File: src/rtl/phase_sampler.sv
// Phase readout for the coupled oscillator array: resynchronises N oscillator
// outputs, counts per-oscillator mismatches against oscillator 0 over a window.
module phase_sampler #(
  parameter int          N              = 8,
  parameter int          SYNC_STAGES    = 2,
  parameter int          CNT_WIDTH      = 16,
  parameter logic [7:0]  READ_ADDR_MASK = 8'h03
) (
  input  logic                 clk,
  input  logic                 axi_rst,
  input  logic                 ising_rstn,
  input  logic [N-1:0]         osc_in,
  input  logic                 start,
  input  logic [CNT_WIDTH-1:0] window,
  output logic                 busy,
  output logic                 done,
  output logic                 valid,
  output logic [N-1:0]         spins,
  input  logic [31:0]          rd_addr,
  output logic [31:0]          rdata
);

  // Handshake: start is a single-cycle request, honoured only in IDLE with
  // ising_rstn high; done pulses for exactly one cycle (RESOLVE) per result.
  typedef enum logic [1:0] {IDLE = 2'd0, FLUSH = 2'd1, SAMPLE = 2'd2, RESOLVE = 2'd3} state_t;

  localparam logic [CNT_WIDTH-1:0] ONE        = CNT_WIDTH'(1);
  localparam logic [CNT_WIDTH-1:0] FLUSH_LAST = CNT_WIDTH'(SYNC_STAGES - 1);

  state_t               state, state_nxt;
  logic [N-1:0]         sync_q [SYNC_STAGES];
  logic [N-1:0]         s, x;
  logic [CNT_WIDTH-1:0] win, tick;
  logic [CNT_WIDTH-1:0] cnt [N];
  logic                 accept;
  logic [7:0]           idx;
  logic                 unused_addr;

  assign s      = sync_q[SYNC_STAGES-1];
  assign x      = s ^ {N{s[0]}};
  assign accept = (state == IDLE) && start && ising_rstn;
  assign done   = (state == RESOLVE);

  always_ff @(posedge clk or posedge axi_rst) begin
    if (axi_rst) begin
      for (int k = 0; k < SYNC_STAGES; k++) sync_q[k] <= '0;
    end else begin
      sync_q[0] <= osc_in;
      for (int k = 1; k < SYNC_STAGES; k++) sync_q[k] <= sync_q[k-1];
    end
  end

  always_comb begin
    state_nxt = state;
    case (state)
      IDLE:    if (accept) state_nxt = FLUSH;
      FLUSH: begin
        if (!ising_rstn)              state_nxt = IDLE;
        else if (tick == FLUSH_LAST)  state_nxt = (win == '0) ? RESOLVE : SAMPLE;
      end
      SAMPLE: begin
        if (!ising_rstn)              state_nxt = IDLE;
        else if (tick == win - ONE)   state_nxt = RESOLVE;
      end
      RESOLVE: state_nxt = IDLE;
      default: state_nxt = IDLE;
    endcase
  end

  always_ff @(posedge clk or posedge axi_rst) begin
    if (axi_rst) begin
      state <= IDLE;
      busy  <= 1'b0;
      valid <= 1'b0;
      spins <= '0;
      win   <= '0;
      tick  <= '0;
      for (int i = 0; i < N; i++) cnt[i] <= '0;
    end else begin
      state <= state_nxt;
      case (state)
        IDLE: begin
          if (accept) begin
            win   <= window;
            tick  <= '0;
            valid <= 1'b0;
            busy  <= 1'b1;
            for (int i = 0; i < N; i++) cnt[i] <= '0;
          end
        end
        FLUSH: begin
          if (!ising_rstn)             busy <= 1'b0;
          else if (tick == FLUSH_LAST) tick <= '0;
          else                         tick <= tick + ONE;
        end
        SAMPLE: begin
          // An abort leaves the partial counts visible for debug reads.
          if (!ising_rstn) begin
            busy <= 1'b0;
          end else begin
            tick <= tick + ONE;
            for (int i = 0; i < N; i++)
              if (x[i] && (cnt[i] != '1)) cnt[i] <= cnt[i] + ONE;
          end
        end
        RESOLVE: begin
          // Strict majority: exactly half mismatching resolves to 0.
          for (int i = 0; i < N; i++) spins[i] <= (cnt[i] > (win >> 1));
          valid <= 1'b1;
          busy  <= 1'b0;
        end
        default: ;
      endcase
    end
  end

  assign idx         = rd_addr[9:2];
  assign unused_addr = ^{rd_addr[23:10], rd_addr[1:0]};

  always_comb begin
    rdata = 32'h0;
    if (rd_addr[31:24] == READ_ADDR_MASK) begin
      if (idx == 8'd0)      rdata = {29'b0, (state == IDLE), valid, busy};
      else if (idx == 8'd1) rdata = 32'(spins);
      else if (idx == 8'd2) rdata = 32'(win);
      else begin
        for (int i = 0; i < N; i++)
          if (idx == 8'(3 + i)) rdata = 32'(cnt[i]);
      end
    end
  end

endmodule

File: config.mk
export PLATFORM = sky130hd
export DESIGN_NAME = phase_sampler
export DESIGN_NICKNAME = d
export VERILOG_FILES = /design/src/rtl/phase_sampler.sv
export SDC_FILE = /design/constraint.sdc
export NUM_CORES = 1
export LEC_CHECK = 0
export ABC_CLOCK_PERIOD_IN_PS = 6200
export CAP_MARGIN = 5
export CORE_ASPECT_RATIO = 1.25
export CORE_MARGIN = 10
export CORE_UTILIZATION = 47
export DETAILED_ROUTE_END_ITERATION = 16
export PLACE_DENSITY = 0.79
export SLEW_MARGIN = 20
export SYNTH_ARGS = -nofsm -noshare
export SYNTH_HDL_FRONTEND = slang
export SYNTH_SLANG_ARGS = --single-unit
File: constraint.sdc
create_clock -name clk -period 6.2 [get_ports clk]
set_input_delay 0.93 -clock clk [delete_from_list [all_inputs] [get_ports clk]]
set_output_delay 0.93 -clock clk [all_outputs]
set_load 0.01 [all_outputs]
# Yosys cells after proc, flatten, opt, wreduce, memory -nomap -nowiden

Index checks and enable logic that the tools add are counted.

Word-level logic and storage cells: 143
Input port bits: 60
Register bits after elaboration: 188
Output and inout port bits: 43

$lt $le $gt $ge: 8
Add/subtract/negate cells: 10
Multiplexer cells: 40
Bitwise operators: 1
Equality and inequality tests: 38
Reduce and logical (&&, ||, !) cells: 30

Operators by type and width:

| operator              | number |
|---|---|
| $mux 32               | 11 |
| $mux 128              | 2 |
| $pmux 128 s2          | 1 |
| $mux 16               | 13 |
| $add 16x1->16 const B | 9 |
| $gt 16x15->1          | 8 |
| $ne 16x16->1 const B  | 8 |
| $pmux 16 s3           | 1 |
| $reduce_and 4->1      | 9 |
| $eq 8x3->1 const B    | 4 |
| $eq 8x2->1 const B    | 3 |
| $eq 8x4->1 const B    | 3 |
| $ne 2x2->1 const B    | 12 |
| $eq 16x1->1 const B   | 1 |
| $eq 16x16->1          | 1 |
| $logic_not 16->1      | 1 |
| $sub 16x1->16 const B | 1 |
| $logic_and 1x1->1     | 10 |
| $mux 2                | 5 |
| $eq 8x1->1 const B    | 1 |
| $logic_not 8->1       | 1 |
| $pmux 2 s4            | 1 |
| $xor 8x8->8           | 1 |
| $ne 3x3->1 const B    | 2 |
| 11 further kinds      | 18 |

# Logic depth before layout (Yosys ltp)

Depth in word-level cells: 13
Depth in mapped cells: 12
Gate-level depth less buffers: 9

# Worst setup path after synthesis

No wires, ideal clock.

Kind: input port to output port
Start point: in rd_addr[7]
End point: out rdata[1]
Data arrival time: 2,796 ps
Setup slack: 2,474 ps
Path buffers: 0
Stages: 7
Required time: 5,270 ps
Cells stage by stage: or4_1 nor2_2 nand2_1 nor2_1 a21oi_1 a221o_1 a2111oi_1

Longest elaborated chain between the ends: 13
Elaborated cells between the ends (all ways): 23
Classes of those cells: eq/ne: 10; mux: 12; reduce/logical: 1

RTL lines:

| item                  | RTL line | source |
|---|---|---|
| from (decl)           | 19       | `input logic [31:0] rd_addr,` |
| $eq 8x2->1            | 128      | `if (idx == 8'(3 + i)) rdata = 32'(cnt[i]);` |
| $mux 16               | 128      |  |
| $mux 32 (7 in series) | 128      |  |
| $mux 32               | 125      | `else if (idx == 8'd2) rdata = 32'(win);` |
| $mux 32               | 124      | `else if (idx == 8'd1) rdata = 32'(spins);` |
| $mux 32 *             | 123      | `if (idx == 8'd0) rdata = {29'b0, (state == IDLE), valid, busy};` |
| $mux 32 *             | 122      | `if (rd_addr[31:24] == READ_ADDR_MASK) begin` |
| to (decl)             | 20       | `output logic [31:0] rdata` |

Mark *: on every way between the ends. The rest lies on a longest branch, timed or not.

# Worst setup path after layout

Start point: in rd_addr[3]
End point: out rdata[1]

Same word-level chain as after synthesis.

==> results_tabular.tex <==
\begin{tabular}{lr}
\hline
Metric & Value \\
\hline
\multicolumn{2}{l}{\textbf{Outcome}} \\
Result of the run & complete, no violations \\
\multicolumn{2}{l}{\textbf{CTS}} \\
H-tree depth & 4 \\
Hold bufs inserted after CTS & 0 \\
Clock net sink count & roughly 190 \\
Clock root buffer & clkbuf\_16 \\
Buffer levels on the longest clock path & 2 \\
Post-CTS clock slew at the launch and capture registers of the worst setup and hold paths & approximately 70 ps \\
Number of buffers inserted during clock tree synthesis & 17 \\
Clock insertion delay at the later pin of the skew report & about 460 ps \\
Number of gates given a new drive strength after cts & 0 \\
Clock tree from TritonCTS & yes \\
Post-CTS Repair Setup Buffers & 0 \\
\multicolumn{2}{l}{\textbf{Final layout}} \\
Storage element area & $\sim$4700 sq um \\
Number of fillers in the final layout & around 2600 \\
P\&R area growth vs syn & 11.32\% \\
Area used by multi-input combinational logic & just under 9000 sq um \\
Most common cell after layout, fill and taps aside & dfrtp\_1 \\
Layout cell share with drive strength beyond 1 & $\sim$5\% \\
Number of nets at the end of the flow & 1859 \\
Most frequent cells in the layout & dfrtp\_1 (188), nor2\_1 (167), nand2\_1 (142) \\
\multicolumn{2}{l}{\textbf{Routing}} \\
Overall via count from detail\_route & $\sim$13000 \\
Wire length on met3 & between 3000 and 4000 um \\
Met2 WL & $\sim$21000 um \\
Highest routed layer & met4 \\
Total Routed Length & roughly 45000 um \\
M1 wire length & between 15000 and 20000 um \\
Avg WL per Cell & around 22 um \\
Drt first pass iters & 6 \\
Antenna Nets Post-Route & 0 \\
Post-detailed-route via-to-cell ratio & approximately 6.3 \\
Residual DRC count & 0 \\
DRC violation total after the first TritonRoute iteration & 1503 \\
\multicolumn{2}{l}{\textbf{Timing}} \\
Fraction of the cycle the final worst path needs & between 80 and 90\% \\
Pins over their slew limit & 0 \\
Worst setup skew after layout & between 15 and 20 ps \\
Setup TNS & 0 ps \\
Minimum clock period after layout & about 5500 ps \\
Fmax & about 180 MHz \\
Worst-Margin Slew & between 1000 and 1500 ps \\
Final hold vios & 0 \\
Final count of negative-setup-slack endpoints & 0 \\
Unrepaired setup endpoints after global routing & no \\
Headroom to the max-slew limit & around 27\% \\
Setup ws final & between 700 and 800 ps \\
\multicolumn{2}{l}{\textbf{Synth}} \\
Sequential element share of the synthesized area & about a third \\
Yosys reg bits & approximately 190 \\
Post-synth top flop & dfrtp\_1 \\
Post-Synthesis Cell Area & about 14000 sq um \\
Avg Synthesized Cell Area & about 8.6 sq um \\
Synth Instances & 1625 \\
Proportion of synthesized flip-flops having asynchronous set or reset & 100.0\% \\
Synthesis warning total & 0 \\
Library cells used by synthesis & between 80 and 90 \\
Post-synth EDFFs & 0 \\
\multicolumn{2}{l}{\textbf{Worst setup path}} \\
Worst setup path class & in2out \\
Slowest cell on crit path & clkdlybuf4s50\_1 \\
Cell-by-cell listing of the critical path & clkdlybuf4s50\_1 -> buf\_4 -> nor2b\_1 -> a21oi\_1 -> nor2\_1 -> a21oi\_1 -> a221o\_1 -> a2111oi\_1 -> clkdlybuf4s50\_1 \\
Number of buffers and inverters on the critical path & 3 \\
CP required & 5270 ps \\
Element type at the critical path end & output port \\
Kind of start point of the critical path & primary input \\
Max FO, Critical Path & 20 \\
Worst path top cell family by delay & buffers and inverters \\
Data arrival time of the critical path & roughly 4600 ps \\
CP max stage delay & roughly 900 ps \\
\multicolumn{2}{l}{\textbf{Floorplanning}} \\
Floorplan die area & approximately 37000 sq um \\
Row count & 70 \\
Number of I/O pins & about 100 \\
Initial standard-cell utilization of the core & 47.77\% \\
Placeable core region & roughly 30000 sq um \\
Die Ht & roughly 210 um \\
Horizontal die dimension & 174.5 um \\
\multicolumn{2}{l}{\textbf{Worst hold path}} \\
Path type of the worst min-delay path & reg2reg \\
\multicolumn{2}{l}{\textbf{GRT}} \\
Maximum number of pins on one net before global-route repair & about 110 \\
Initial antenna violation count & 1 \\
GR Util All Layers & a little under a quarter \\
Total grt overflow & 0 \\
Number of global-route vias before repair & 12650 \\
First-pass GRT wire length & about 70000 um \\
\multicolumn{2}{l}{\textbf{Place}} \\
Final weighted congestion in routability-driven placement & between 1 and 1.5 \\
IO buf count & 70 \\
Worst slack, placed & a little over 800 ps \\
Detail Placement HPWL & approximately 33000 um \\
\multicolumn{2}{l}{\textbf{Power and ir drop}} \\
Cell leakage power & 6.780 nW \\
Maximum ir drop on the vdd rail & $\sim$0.26 mV \\
Total power after layout & $\sim$4.6 mW \\
Power density of the placed cells & roughly 300 nW/um\^{}2 \\
\multicolumn{2}{l}{\textbf{Run}} \\
Number of violations of the max-capacitance limit & 0 \\
\hline
\end{tabular}
==> registers in the layout (all words and copies together), names as in the netlist <==
signal	count
state	2
win	16
sync_q	8
cnt	128
s	8
busy	1
valid	1
tick	16
spins	8
==> worst register-to-register path: cells and delay by family (launching register included) <==
| kind | cells | cell delay (ps) |
|---|---|---|
| AND/OR/NAND/NOR | 4 | 1020 |
| adder cells (fa/ha/maj) | 1 | 890 |
| AO/OA/AOI/OAI | 1 | 740 |
| flip-flops | 1 | 450 |
| multiplexers | 1 | 330 |
| buffers and inverters | 1 | 150 |
| XOR/XNOR | 1 | 130 |
==> cell usage after synthesis, types with 4 or more instances <==
cell	instances	area share [%]
a31oi_1	12	0.54
o21ai_1	5	0.18
nor4_4	4	0.61
buf_1	6	0.16
inv_1	55	1.5
nor4_1	16	0.71
nand3_1	68	2.4
o221ai_1	6	0.37
a21oi_1	97	3.5
mux2i_1	7	0.50
and4_1	17	1.1
o211ai_1	6	0.32
xor2_1	65	4.1
o21a_1	19	1.0
a221oi_1	8	0.50
o21ai_0	104	3.7
buf_4	19	1.0
nor2b_1	22	0.98
a22oi_1	28	1.5
buf_2	11	0.39
nand4_1	65	2.9
a22o_1	10	0.62
nand2b_1	16	0.71
a21o_1	26	1.4
or3_1	28	1.2
o22ai_1	8	0.36
a2111oi_0	4	0.25
mux2_2	8	0.64
nand2_1	142	3.8
dfrtp_1	188	34
nor3_1	28	1.0
ha_1	137	12
a211o_1	6	0.37
xnor2_1	60	3.7
clkbuf_1	48	1.3
a211oi_1	5	0.27
o21bai_1	6	0.32
nor2_1	168	4.5
and3_1	20	0.89
a32o_1	4	0.29
a41oi_1	4	0.25
and2_1	10	0.45
==> power by group <==
group	switching [mW]	internal (mW)
clock	0.509	0.622
sequential	0.245	1.34
combinational	1.20	0.657
total	1.96	2.61
==> layout make-up <==
class	instances	share of cell area [%]
antenna	1	0.01604
clock buffer	21	2.951
clock inverter	11	0.8581
inverter	56	1.395
multi-input combinational	1309	56.00
sequential	188	30.15
tap	396	3.176
timing repair buffer	90	5.453
==> logic make-up (layout without fill, tap and decap cells) <==
kind of cell	after synthesis	after routing	share of synthesized area [%]
simple gates	630	630	23.00
compound gates	385	385	17.56
flops	188	188	33.57
buf+inv	143	178	4.553
fa+ha+maj	137	137	12.23
xor+xnor	125	125	7.811
mux	16	16	1.250
other cells	1	17	0.02676
==> metal layers <==
metal	up-vias	GRT usage (%)
li1	5954	-
met1	6301	27.72
met2	666	39.72
met3	184	4.012
met4	0	16.74
met5	-	0
==> per-stage QoR <==
stage / utilization (%) / instances / cell area [sq um] / hold slack, ps
2_1_floorplan: - / 1640 / 14070 / 331.2
3_3_place_gp: 51.14 / 2039 / 15010 / 334.0
3_5_place_dp: 51.14 / 2039 / 15010 / 338.7
4_1_cts: 53.17 / 2071 / 15600 / 354.2
5_1_grt: 53.17 / 2071 / 15600 / 357.5
6_report: 53.18 / 2072 / 15600 / 348.5
==> path summary, 6_finish.rpt <==
path / start / end / slack (ps) / cells after the start
max in group asynchronous: axi_rst / cnt[127] / 4090 / 3
min: sync_q[13] / s[5] / 350 / 0
min in group asynchronous: axi_rst / cnt[44] / 1030 / 2
max: rd_addr[3] / rdata[1] / 720 / 9
max reg2reg: state[0] / cnt[109] / 2340 / 9
min reg2reg: sync_q[13] / s[5] / 350 / 0
No activity file was read; power rests on OpenSTA's default activity.
